==> src/rtl/mem_arb_pkg.sv <==
// Shared types and defaults for the unified-memory port arbiter.
// Port identifiers plus the default RAM geometry.
package mem_arb_pkg;

    localparam int ADDR_W_DEF = 8;
    localparam int DATA_W_DEF = 8;

    typedef enum logic {
        PORT_A = 1'b0,
        PORT_B = 1'b1
    } port_id_t;

    function automatic port_id_t other_port(input port_id_t p);
        return (p == PORT_A) ? PORT_B : PORT_A;
    endfunction

endpackage

==> src/rtl/mem_arb_rr.sv <==
// Round-robin pick with a bounded hold window for two requesters.
// Holds owner/last/hold_cnt; grants are combinational from state and requests.
module mem_arb_rr
    import mem_arb_pkg::*;
#(
    parameter int HOLD_MAX = 4
) (
    input  logic clk,
    input  logic rst_n,
    input  logic req_a,
    input  logic req_b,
    output logic gnt_a,
    output logic gnt_b
);

    localparam int CW = (HOLD_MAX > 1) ? $clog2(HOLD_MAX) : 1;
    localparam logic [CW-1:0] HOLD_TOP = CW'(HOLD_MAX - 1);

    port_id_t owner, owner_nx;
    port_id_t last, last_nx;
    logic [CW-1:0] hold_cnt, hold_nx;
    port_id_t pick;
    logic any;

    function automatic logic [CW-1:0] sat_inc(input logic [CW-1:0] v);
        return (v == HOLD_TOP) ? v : v + 1'b1;
    endfunction

    // last resets to B so that A wins the very first tie
    always_ff @(posedge clk or negedge rst_n) begin
        if (!rst_n) begin
            owner    <= PORT_A;
            last     <= PORT_B;
            hold_cnt <= '0;
        end else begin
            owner    <= owner_nx;
            last     <= last_nx;
            hold_cnt <= hold_nx;
        end
    end

    always_comb begin
        gnt_a    = 1'b0;
        gnt_b    = 1'b0;
        owner_nx = owner;
        last_nx  = last;
        hold_nx  = hold_cnt;
        pick     = PORT_A;
        any      = 1'b0;
        if (rst_n) begin
            if (req_a && req_b) begin
                any = 1'b1;
                if (owner == last && hold_cnt < HOLD_TOP)
                    pick = owner;
                else
                    pick = other_port(last);
            end else if (req_a) begin
                any  = 1'b1;
                pick = PORT_A;
            end else if (req_b) begin
                any  = 1'b1;
                pick = PORT_B;
            end
        end
        if (any) begin
            gnt_a    = (pick == PORT_A);
            gnt_b    = (pick == PORT_B);
            owner_nx = pick;
            last_nx  = pick;
            hold_nx  = (pick == last) ? sat_inc(hold_cnt) : '0;
        end
    end

endmodule

==> src/rtl/mem_port_arbiter.sv <==
// Two-port front end for the single-port 256x8 unified memory.
// Muxes the granted request onto the RAM and tracks per-port read valids.
module mem_port_arbiter
    import mem_arb_pkg::*;
#(
    parameter int ADDR_W   = ADDR_W_DEF,
    parameter int DATA_W   = DATA_W_DEF,
    parameter int HOLD_MAX = 4
) (
    input  logic              clk,
    input  logic              rst_n,
    input  logic              req_a,
    input  logic              we_a,
    input  logic [ADDR_W-1:0] addr_a,
    input  logic [DATA_W-1:0] wdata_a,
    output logic              gnt_a,
    output logic              rvalid_a,
    input  logic              req_b,
    input  logic              we_b,
    input  logic [ADDR_W-1:0] addr_b,
    input  logic [DATA_W-1:0] wdata_b,
    output logic              gnt_b,
    output logic              rvalid_b,
    output logic [DATA_W-1:0] rdata,
    output logic [DATA_W-1:0] ram_data,
    output logic [ADDR_W-1:0] ram_addr,
    output logic              ram_we,
    input  logic [DATA_W-1:0] ram_q
);

    logic [ADDR_W-1:0] addr_q;
    logic [DATA_W-1:0] data_q;

    mem_arb_rr #(
        .HOLD_MAX(HOLD_MAX)
    ) u_rr (
        .clk  (clk),
        .rst_n(rst_n),
        .req_a(req_a),
        .req_b(req_b),
        .gnt_a(gnt_a),
        .gnt_b(gnt_b)
    );

    // Idle cycles replay the last address/data so the RAM bus stays quiet
    always_ff @(posedge clk or negedge rst_n) begin
        if (!rst_n) begin
            addr_q   <= '0;
            data_q   <= '0;
            rvalid_a <= 1'b0;
            rvalid_b <= 1'b0;
        end else begin
            rvalid_a <= gnt_a & ~we_a;
            rvalid_b <= gnt_b & ~we_b;
            if (gnt_a) begin
                addr_q <= addr_a;
                data_q <= wdata_a;
            end else if (gnt_b) begin
                addr_q <= addr_b;
                data_q <= wdata_b;
            end
        end
    end

    always_comb begin
        ram_we   = 1'b0;
        ram_addr = addr_q;
        ram_data = data_q;
        if (gnt_a) begin
            ram_we   = we_a;
            ram_addr = addr_a;
            ram_data = wdata_a;
        end else if (gnt_b) begin
            ram_we   = we_b;
            ram_addr = addr_b;
            ram_data = wdata_b;
        end
    end

    assign rdata = ram_q;

endmodule

==> config.mk <==
export PLATFORM = sky130hd
export DESIGN_NAME = mem_port_arbiter
export DESIGN_NICKNAME = d
export VERILOG_FILES = /design/src/rtl/mem_arb_pkg.sv /design/src/rtl/mem_arb_rr.sv /design/src/rtl/mem_port_arbiter.sv
export SDC_FILE = /design/constraint.sdc
export NUM_CORES = 1
export LEC_CHECK = 0
export BUFFER_PORTS_ARGS = -buffer_cell sky130_fd_sc_hd__buf_2
export CAP_MARGIN = 25
export CORE_MARGIN = 4
export CORE_UTILIZATION = 44
export DETAILED_ROUTE_END_ITERATION = 8
export GPL_TIMING_DRIVEN = 0
export PLACE_DENSITY = 0.93
export SYNTH_ARGS = -nofsm -noshare
export SYNTH_HDL_FRONTEND = slang
export SYNTH_HIERARCHICAL = 1
export SYNTH_SLANG_ARGS = --single-unit
export TNS_END_PERCENT = 50
==> constraint.sdc <==
create_clock -name clk -period 4.2 [get_ports clk]
set_input_delay 0.84 -clock clk [delete_from_list [all_inputs] [get_ports clk]]
set_output_delay 0.84 -clock clk [all_outputs]
set_load 0.05 [all_outputs]
## Yosys cells after proc, flatten, opt, wreduce, memory -nomap -nowiden

Cells that the tools add are included.

- Register bits: 22
- Input port bits: 46

- $add $sub $neg: 1
- Order comparisons: 1
- Equal/unequal tests: 4
- Muxes and demuxes: 19
- Bitwise operators: 5
- Reduce and logical (&&, ||, !) cells: 3

Operators by type and width:

| kind | count |
|---|---|
| two-way mux 8 bit | 4 |
| two-way mux 1 bit | 13 |
| two-way mux 2 bit | 2 |
| inverter 1 bit | 3 |
| adder 2 x 1 -> 2 bit (second input constant) | 1 |
| AND 1 bit | 2 |
| == test 1 bit | 2 |
| == test 2 bit (second input constant) | 1 |
| logical AND 1 bit | 2 |
| < comparator 2 bit (second input constant) | 1 |
| inequality test 2 bit (second input constant) | 1 |
| AND reduction 2 bit | 1 |

## Logic depth before layout (Yosys ltp)

Gate-level depths: netlist (run 1).

- Word-level depth: 8
- Depth in mapped cells: 8
- Mapped depth without buffers: 6

## Modules after synthesis

The synthesis (run 1) kept the hierarchy.

By module, submodules not included:

| module | instances | cells each | area each (µm²) | sequential area each (µm²) |
|---|---|---|---|---|
| mem_port_arbiter | 1 | 85 | 887.1 | 450.4 |
| mem_arb_rr | 1 | 24 | 234.0 | 101.3 |

## Worst setup path before layout (run 1)

No wires, ideal clock.

- Path type: input to output
- Start point: input port rst_n
- End point: output port ram_addr[0]
- Arrival: 4.058 ns
- Path slack: -0.698 ns
- Stages on the path: 6
- Path buffers: 2
- Cell sequence: nand2_1 > a31oi_1 > nor2_1 > buf_2 > buf_2 > o21ai_0

- Word-level cells in the longest chain between the ends: 4
- Elaborated cells between the ends (all ways): 7
- Classes of those cells: mux (6); bitwise (1)

RTL lines:

| item | line | text |
|---|---|---|
| start: declaration | mem_port_arbiter.sv:11 | `input logic rst_n,` |
| two-way mux 1 bit | mem_arb_rr.sv:50 | `if (rst_n) begin` |
| two-way mux 1 bit * | mem_arb_rr.sv:65 | `if (any) begin` |
| net gnt_b | mem_port_arbiter.sv:22 | `output logic gnt_b,` |
| two-way mux 8 bit * | -- |  |
| two-way mux 8 bit * | mem_port_arbiter.sv:69 | `if (gnt_a) begin` |
| end: declaration | mem_port_arbiter.sv:26 | `output logic [ADDR_W-1:0] ram_addr,` |

The timed path passes the listed nets; every way through them passes the cells marked *.

## Final worst setup path (run 1)

- Start point: input port rst_n
- End point: output port ram_data[1]

- Word-level cells in the longest chain between the ends: 4
- Elaborated cells between the ends (all ways): 7
- Classes of those cells: mux (6); bitwise (1)

RTL lines:

| item | line | text |
|---|---|---|
| two-way mux 1 bit | mem_arb_rr.sv:50 |  |
| two-way mux 1 bit / inverter 1 bit (equally long branches) | mem_arb_rr.sv:65, mem_arb_rr.sv:66 |  |
| two-way mux 8 bit / two-way mux 1 bit (equally long branches) | -- |  |
| two-way mux 8 bit * | -- |  |
| end: declaration | mem_port_arbiter.sv:25 | `output logic [DATA_W-1:0] ram_data,` |

Every way passes the cells marked *; elsewhere a longest branch is shown, timed or not.

==> results of run 1 <==
## flip-flops by register name, indices dropped and copies added, names as in the netlist
name           flops
addr_q             8
data_q             8
u_rr/hold_cnt      2
rvalid_a           1
rvalid_b           1
u_rr/last          1
u_rr/owner         1
## power groups by stage
stage | logic [mW] | registers, mW | clock network [mW]
4_1_cts | 0.312 | 0.269 | 0.102
2_1_floorplan | 0.232 | 0.273 | 0
3_5_place_dp | 0.311 | 0.273 | 0
5_1_grt | 0.334 | 0.274 | 0.110
3_3_place_gp | 0.305 | 0.271 | 0
6_report | 0.309 | 0.269 | 0.0967
## final cells by class
class / count / area (um2)
Clock buffer: 4 / 26.3
Sequential cell: 22 / 552
Timing Repair Buffer: 66 / 330
Tap cell: 30 / 37.5
Multi-Input combinational cell: 73 / 464
Buffer: 14 / 111
Fill cell: 221 / 933
## worst register-to-register path: cells and delay by family (launching register included)
| family | cells | cell delay (ns) |
|---|---|---|
| AO/OA/AOI/OAI | 2 | 0.41 |
| flip-flops | 1 | 0.41 |
| adder cells (fa/ha/maj) | 1 | 0.28 |
| buffers and inverters | 2 | 0.37 |
| multiplexers | 1 | 0.22 |
| AND/OR/NAND/NOR | 1 | 0.18 |
## cell families after synthesis
| family | synth area share [%] |
|---|---|
| AND/OR/NAND/NOR | 12.8 |
| buffers and inverters | 9.93 |
| adder cells (fa/ha/maj) | 1.12 |
| AO/OA/AOI/OAI | 12.6 |
| flip-flops | 49.2 |
| multiplexers | 14.3 |
## layer usage
layer	vias to the layer above	global-route usage [%]	share of wire [%]
li1	513	-	-
met1	446	21.6	43
met2	49	26.5	46
met3	6	2.63	8.4
met4	0	8.61	2.1
met5	-	0	0
## layout by cell type (no fill, tap or decap), types with 2 or more instances in the layout
master / netlist / routed
buf_2: 4 / 70
dfrtp_1: 21 / 21
nand2_1: 19 / 19
o21ai_1: 8 / 17
mux2i_1: 16 / 16
buf_4: 8 / 8
clkbuf_4: 0 / 3
nor2b_1: 2 / 2
nand2b_1: 2 / 2
o21ai_0: 11 / 2
a21oi_1: 2 / 2
a21o_1: 2 / 2
## path summary, 6_finish.rpt
check | to | slack [ns] | depth (start not counted)
min | addr_q[3] | 0.50 | 1
min in group clk | u_rr/last | 0.54 | 1
min reg2reg | u_rr/last | 0.54 | 1
max reg2reg | data_q[3] | 2.20 | 7
max | ram_data[1] | 0.69 | 8
max in group asynchronous | u_rr/last | 3.33 | 1
==> results.md, run 1 <==
Global route:
- The number of antenna violations at the first check in global routing came to 0.
- The pin count of the biggest net entering global routing is 27.
- After global routing the overflow that remains totals 0.
- The global-route wire length before repair is 4380 um.
- The via count of the first global-routing pass is 1063.
- The total global-route track usage is 16.6%.

Setup path:
- The path type of the worst setup path is input port to output pin.
- The cell class contributing the biggest share of worst-path delay is buffers and inverters.
- The critical path's largest stage delay is 0.43 ns.
- The startpoint identified for the worst register-to-register timing path is u_rr/hold_cnt[0].
- The most numerous cell type found on the critical path is buf_2.
- The slowest stage of the critical path is the buf_2 cell.
- The arrival time at the worst endpoint is 2.67 ns.
- The number of buffer and inverter stages on the critical path is 4.
- Of all nets on the critical path, the largest fanout is 26.
- The most critical setup path has its startpoint at rst_n.
- For the worst setup path, the data required time is 3.36 ns.
- The type of destination of the critical path is an output pin.
- The worst setup path is launched from an input port.
- The signal on the critical path passes through buf_2 -> nand2_1 -> a31oi_2 -> nor2_1 -> buf_2 -> buf_2 -> o21ai_1 -> buf_2.

Floorplanning:
- The effective utilization at floorplan is 45.7%.
- In this run the vertical extent of the chip is 58.5 um.
- The die is 58.5 um wide.
- The overall die area is 0.00342 mm2.
- For this design the top-level I/O count stands at 75.
- The area of the core is 0.00245 mm2.
- Row generation in the floorplan step produced 18 rows.

Pwr:
- The overall power consumption is 0.675 mW.
- The internal portion of the total power is 0.382 mW.
- The analysis attributes to cell leakage a power of 0.790 nW.
- The share of total power dissipated in combinational logic is 45.8%.
- Net switching is 43.3% of the power.
- The power share of the sequential group is 39.9%.
- The switching power is 0.292 mW.
- Of the total power, the clock network draws 14.3%.
- The highest ir drop seen on vdd is 0.306 mV.
- In this run the power density over the cells is 443 mW/mm2.

Yosys:
- The share of synthesized registers carrying an async set or reset is 100%.
- The most frequently used flop master after synthesis is dfrtp_1.
- In the post-synthesis netlist, the biggest area contributors are dfrtp_1 (47%), mux2i_1 (14%), nand2_1 (6.4%).
- The most instantiated library cell after synthesis is dfrtp_1.
- The synthesized design devotes to its leading area cell type 46.9% of total area.
- The warning count from the yosys run is 6.
- The mapped netlist covers 0.00112 mm2.
- The number of flops mapped to enable cells by yosys is 0.
- Yosys mapped the design onto 25 distinct sky130hd cell types.
- In the synthesized netlist, the number of instances is 109.
- The synthesized netlist net count is 156.
- After synthesis, the most frequently instantiated cells are dfrtp_1 (21), nand2_1 (19), mux2i_1 (16).
- The count of state elements after synthesis is 22.
- After synthesis, flip-flops and latches occupy 49.2% of the total area.
- The synthesized design spends more area on one cell type than any other, namely dfrtp_1.
- A synthesized cell averages 10.3 um2.

Clock network:
- After clock tree synthesis, the clock-pin slew on the worst setup and hold paths is 0.11 ns.
- The post-CTS resize count is 0.
- The H-tree depth is 1.
- The post-CTS setup buffer count is 0.
- No sink is reached through more buffers than the 2 on the longest clock path.
- The TritonCTS clock tree is yes.
- The clock latency at the later pin of the worst-skew pair is 0.30 ns.
- The total clock sinks is 22.
- The CTS root buffer is clkbuf_4.
- The hold buffer count at cts is 0.
- Clock tree synthesis inserted a total of 3 buffers.

Finish:
- Cells with a size suffix above 1 make up 48.0% of the layout.
- The antenna cell count is 0.
- The final design area excluding fillers is 0.00152 mm2.
- From synthesis to final layout, the design area changed by 35.7%.
- The final cell count without fillers is 209.
- The number of nets at the end of the flow is 227.
- Once layout is complete, the utilization of the core stands at 62.0%.

Route:
- The final routed wirelength across all metal layers is 2680 um.
- The count of routing violations after the opening detailed-route iteration is 15.
- In this run the remaining antenna-violating nets after routing total 0.
- The average via count per standard cell is 4.85.
- After detailed routing, the average wire length per cell comes to 12.8 um.
- For this run, design rule violations remaining after detail routing come to 0.
- The first-pass detailed-route iteration total is 4.
- The detailed router placed 1014 vias in this run.

STA:
- The worst path needs 3.51 ns of the cycle, external delays included.
- The number of setup violations in the final report is 0.
- The number of failing hold endpoints at the final stage is 0.
- Setup repair after global routing left no endpoint under its margin.
- The worst path uses 83.5% of the clock period.
- The worst hold margin is 0.501 ns.
- Once routing completed, OpenROAD measured the worst setup slack at 0.691 ns.
- The clock arrives with 0.00258 ns of skew.
- The transition at the pin with the smallest max-transition slack is 0.540 ns.
- Measured against its own limit, the worst slew margin works out to 64.0%.
- The max-slew violation total from the final report was 0.
- After routing, the total negative slack on setup checks comes to 0 ns.
- The maximum frequency from static timing analysis is 285 MHz.

Placed design:
- The total cell area at the placement stage is 0.00150 mm2.
- The half-perimeter wire length after detailed placement is 2150 um.
- The congestion estimate from routability-driven global placement came to 0.725.
- Counting tap cells, the placed design contains a total of 205 instances.
- The count of buffers added on input and output ports is 66.
- Before CTS, the worst setup slack after placement is 0.650 ns.

Flow run:
- The tool flagged a number of max-cap violations equal to 0.

Run status:
- The run finished with clean final reports.

Hold path:
- The worst min-delay path class is input port to async pin.
(Power assumes the default switching activity.)
==> inputs of run 2 (changes only) <==
--- a/config.mk
+++ b/config.mk
@@ -8,10 +8,10 @@
 export BUFFER_PORTS_ARGS = -buffer_cell sky130_fd_sc_hd__buf_2
 export CAP_MARGIN = 25
 export CORE_MARGIN = 4
-export CORE_UTILIZATION = 44
+export CORE_UTILIZATION = 37
 export DETAILED_ROUTE_END_ITERATION = 8
 export GPL_TIMING_DRIVEN = 0
-export PLACE_DENSITY = 0.93
+export PLACE_DENSITY = 0.84
 export SYNTH_ARGS = -nofsm -noshare
 export SYNTH_HDL_FRONTEND = slang
 export SYNTH_HIERARCHICAL = 1
==> constraint.sdc (replaced) <==
create_clock -name clk -period 3 [get_ports clk]
set_input_delay 0.6 -clock clk [delete_from_list [all_inputs] [get_ports clk]]
set_output_delay 0.6 -clock clk [all_outputs]
set_load 0.05 [all_outputs]
==> run 2 against run 1 <==
  * Routed wire length up 12%
  * First-iteration DRC count increased by 73%
  * Clock skew fell by 0.0012 ns
  * Die area increased by 16%
  * Largest power group unchanged
  * Highest routed layer unchanged
==> results.md, run 2 (same netlist as run 1, synthesis figures left out) <==
Finish:
- In the final layout, flip-flops and latches occupy 552 um2.
- The area of combinational cells with multiple inputs is 564 um2.
- The final cell count without fillers is 210.
- The filler cells instantiated in the layout total 238.
- The leading cell type in the layout, fill and taps excluded is buf_2.
- In the final layout, the share of cells above drive strength 1 is 60.3%.
- Relative to the synthesized area, the layout overhead comes to 50.7%.
- The number of nets at the end of the flow is 227.
- The finished cells cover 0.00169 mm2.
- The antenna cell count is 0.
- The largest registers in the layout are addr_q x8, data_q x8, u_rr/hold_cnt x2.
- In the layout the commonest cells are buf_2 (49), buf_4 (23), dfrtp_1 (21), nand2_1 (19), o21ai_2 (16).

STA:
- The max-slew violation total from the final report is 0.
- The total negative setup slack is 0 ns.
- The shortest clock period the worst path allows after layout is 2.87 ns.
- Measured against its own limit, the worst slew margin works out to 78.8%.
- At the pin with the least slew margin, the transition time is 0.319 ns.
- Between clock sinks in the finished design, the worst skew comes to 0.00136 ns.
- The final critical-path share of the clock period is 95.5%.
- The number of failing hold endpoints at the final stage came to 0.
- Static timing analysis puts the maximum clock frequency at 349 MHz.
- The number of setup violations in the final report is 0.
- Hold is met by 0.178 ns.
- Setup repair after global routing left no endpoint under its margin.

Setup path:
- Counting cells, the worst reg-to-reg path comes to 7.
- The end of the worst register-to-register path is data_q[3].
- The origin of the critical flop-to-flop path is u_rr/hold_cnt[0].
- The largest fanout on the critical path is 10.
- In this design, the stage delay of the slowest critical-path cell is 0.42 ns.
- The number of cells on the critical path is 8.
- Among all stages on the critical path, the largest delay is contributed by dfrtp_1.
- The type of destination of the critical path is an output pin.
- The worst setup path is launched from a flop.
- The number of buffers and inverters on the critical path is 3.
- In this design, the largest share of critical-path delay is due to buffers and inverters.
- The data required time at the worst endpoint is 2.40 ns.
- Setup slack on the worst reg-to-reg path comes out at 1.12 ns.
- The critical path goes through ha_2 -> nand2b_1 -> a31oi_4 -> buf_8 -> buf_12 -> mux2i_2 -> o21ai_4 -> buf_4.
- Tracing the worst setup path back leads to its startpoint at u_rr/hold_cnt[0].
- Data on the critical path arrives at its endpoint at 2.27 ns.
- The path type of the worst setup path is flop to output pin.

Global route:
- The via count of the first global-routing pass is 1100.
- The number of antenna violations at the first check in global routing is 0.
- The first global-routing pass estimated 4860 um of wire.
- The pin count of the biggest net entering global routing is 27.
- The global-route congestion overflow total is 0.
- In the global route stage, overall resource usage came out at 15.1%.

Route:
- The final routed wirelength across all metal layers is 3000 um.
- In this run the remaining antenna-violating nets after routing total 0.
- The final routed DRC violation total is 0.
- Across all layers, the routed design uses 1051 vias.
- In the routed layout, each cell is associated on average with a via count of 5.00.
- After the first detailed-routing iteration, the DRC count stood at 26.
- The first-pass detailed-route iteration total is 3.
- After detailed routing, the average wire length per cell comes to 14.3 um.

Clock network:
- The hold buffer count at cts is 0.
- The total clock sinks is 22.
- The clock buffer count from CTS is 3.
- At the later pin of the worst-skew pair, clock insertion delay measures 0.29 ns.
- The H-tree depth is 1.
- After clock tree synthesis, the clock-pin slew on the worst setup and hold paths is 0.12 ns.
- The TritonCTS clock tree is yes.
- The post-CTS setup buffer count is 0.
- The CTS root buffer is clkbuf_4.
- The maximum clock insertion buffer count is 2.

Floorplanning:
- The effective utilization at floorplan is 39.6%.
- From bottom edge to top edge, the die measures 63.0 um.
- The area of the core is 0.00283 mm2.
- The overall die area is 0.00397 mm2.
- The floorplan die width is 63.0 um.
- The initialized floorplan defines 19 standard-cell rows.
- In this run the count of I/O pins placed on the die edge is 75.

Pwr:
- The highest ir drop seen on vdd is 0.281 mV.
- The analysis attributes to cell leakage a power of 0.835 nW.
- In this run the power density over the cells is 618 mW/mm2.
- After layout, the design draws a total of 1.04 mW.

Hold path:
- The worst min-delay path class is input port to async pin.

Run status:
- The flow ran to the end, and the final reports show no timing, DRC or antenna violations.

Placed design:
- At the end of routability-driven placement, the weighted congestion stood at 0.803.
- The total cell area at the placement stage is 0.00159 mm2.
- During placement, the flow inserted port buffers numbering 66.
- The half-perimeter wire length after detailed placement is 2440 um.
- Including well taps, the total number of placed cells is 206.

Flow run:
- The tool flagged a number of max-cap violations equal to 0.
-- run 2: cell count changes in the layout (fill, tap and decap cells not counted), moves of 2 or more --
cell / before / now
buf_2: 70 / 49
o21ai_1: 17 / 0
buf_4: 8 / 23
o21ai_2: 1 / 16
clkbuf_4: 3 / 9
mux2i_1: 16 / 14
mux2i_2: 0 / 2
o21ai_4: 0 / 2
-- run 2: metrics by stage --
step | setup slack, ns | utilization, %
CTS | -0.00583 | 59.1
floorplan | -0.0782 | -
global route | 0.0203 | 59.7
global placement | -0.0408 | 56.1
detailed placement | -0.123 | 56.1
finish | 0.134 | 59.7
-- run 2: timing repair --
action	4_1_cts	5_1_grt
pin swaps	0	1
gates resized for setup	18	7
endpoints found under the setup margin	17	17
-- run 2: area by class of cell --
class | instances | area share [%]
repair buffers | 66 | 22.1
clock buffers | 4 | 2.15
well taps | 31 | 2.30
plain buffers | 14 | 7.41
multi-input cells | 73 | 33.4
flip-flops and latches | 22 | 32.7
-- run 2: report_power, final --
group | switching (mW) | total (mW) | internal (mW)
logic | 0.332 | 0.506 | 0.175
clock network | 0.0855 | 0.159 | 0.0739
registers | 0.0239 | 0.378 | 0.355
-- run 2: metal layers --
layer  wire, um  track usage (%)  vias up
li1           -                -      511
met1       1110             15.9      485
met5          0                0        -
met2       1630             29.1       49
met4         59             6.34        0
met3        196             2.34        6
-- run 2: worst max path at each step --
stage                     slack, ns          end
after global routing           0.02  ram_addr[6]
final                          0.13  ram_data[4]
after detailed placement      -0.12  ram_addr[3]
after global placement        -0.04  ram_addr[0]
after floorplan               -0.08  ram_addr[0]
after CTS                    -0.006  ram_data[5]
-- run 2: worst register-to-register path: stages (launching register included) --
cell and delay, ns:
dfrtp_1 0.42, ha_2 0.24, nand2b_1 0.19, a31oi_4 0.24, buf_8 0.20, buf_12 0.15, mux2i_2 0.28, o21ai_4 0.07
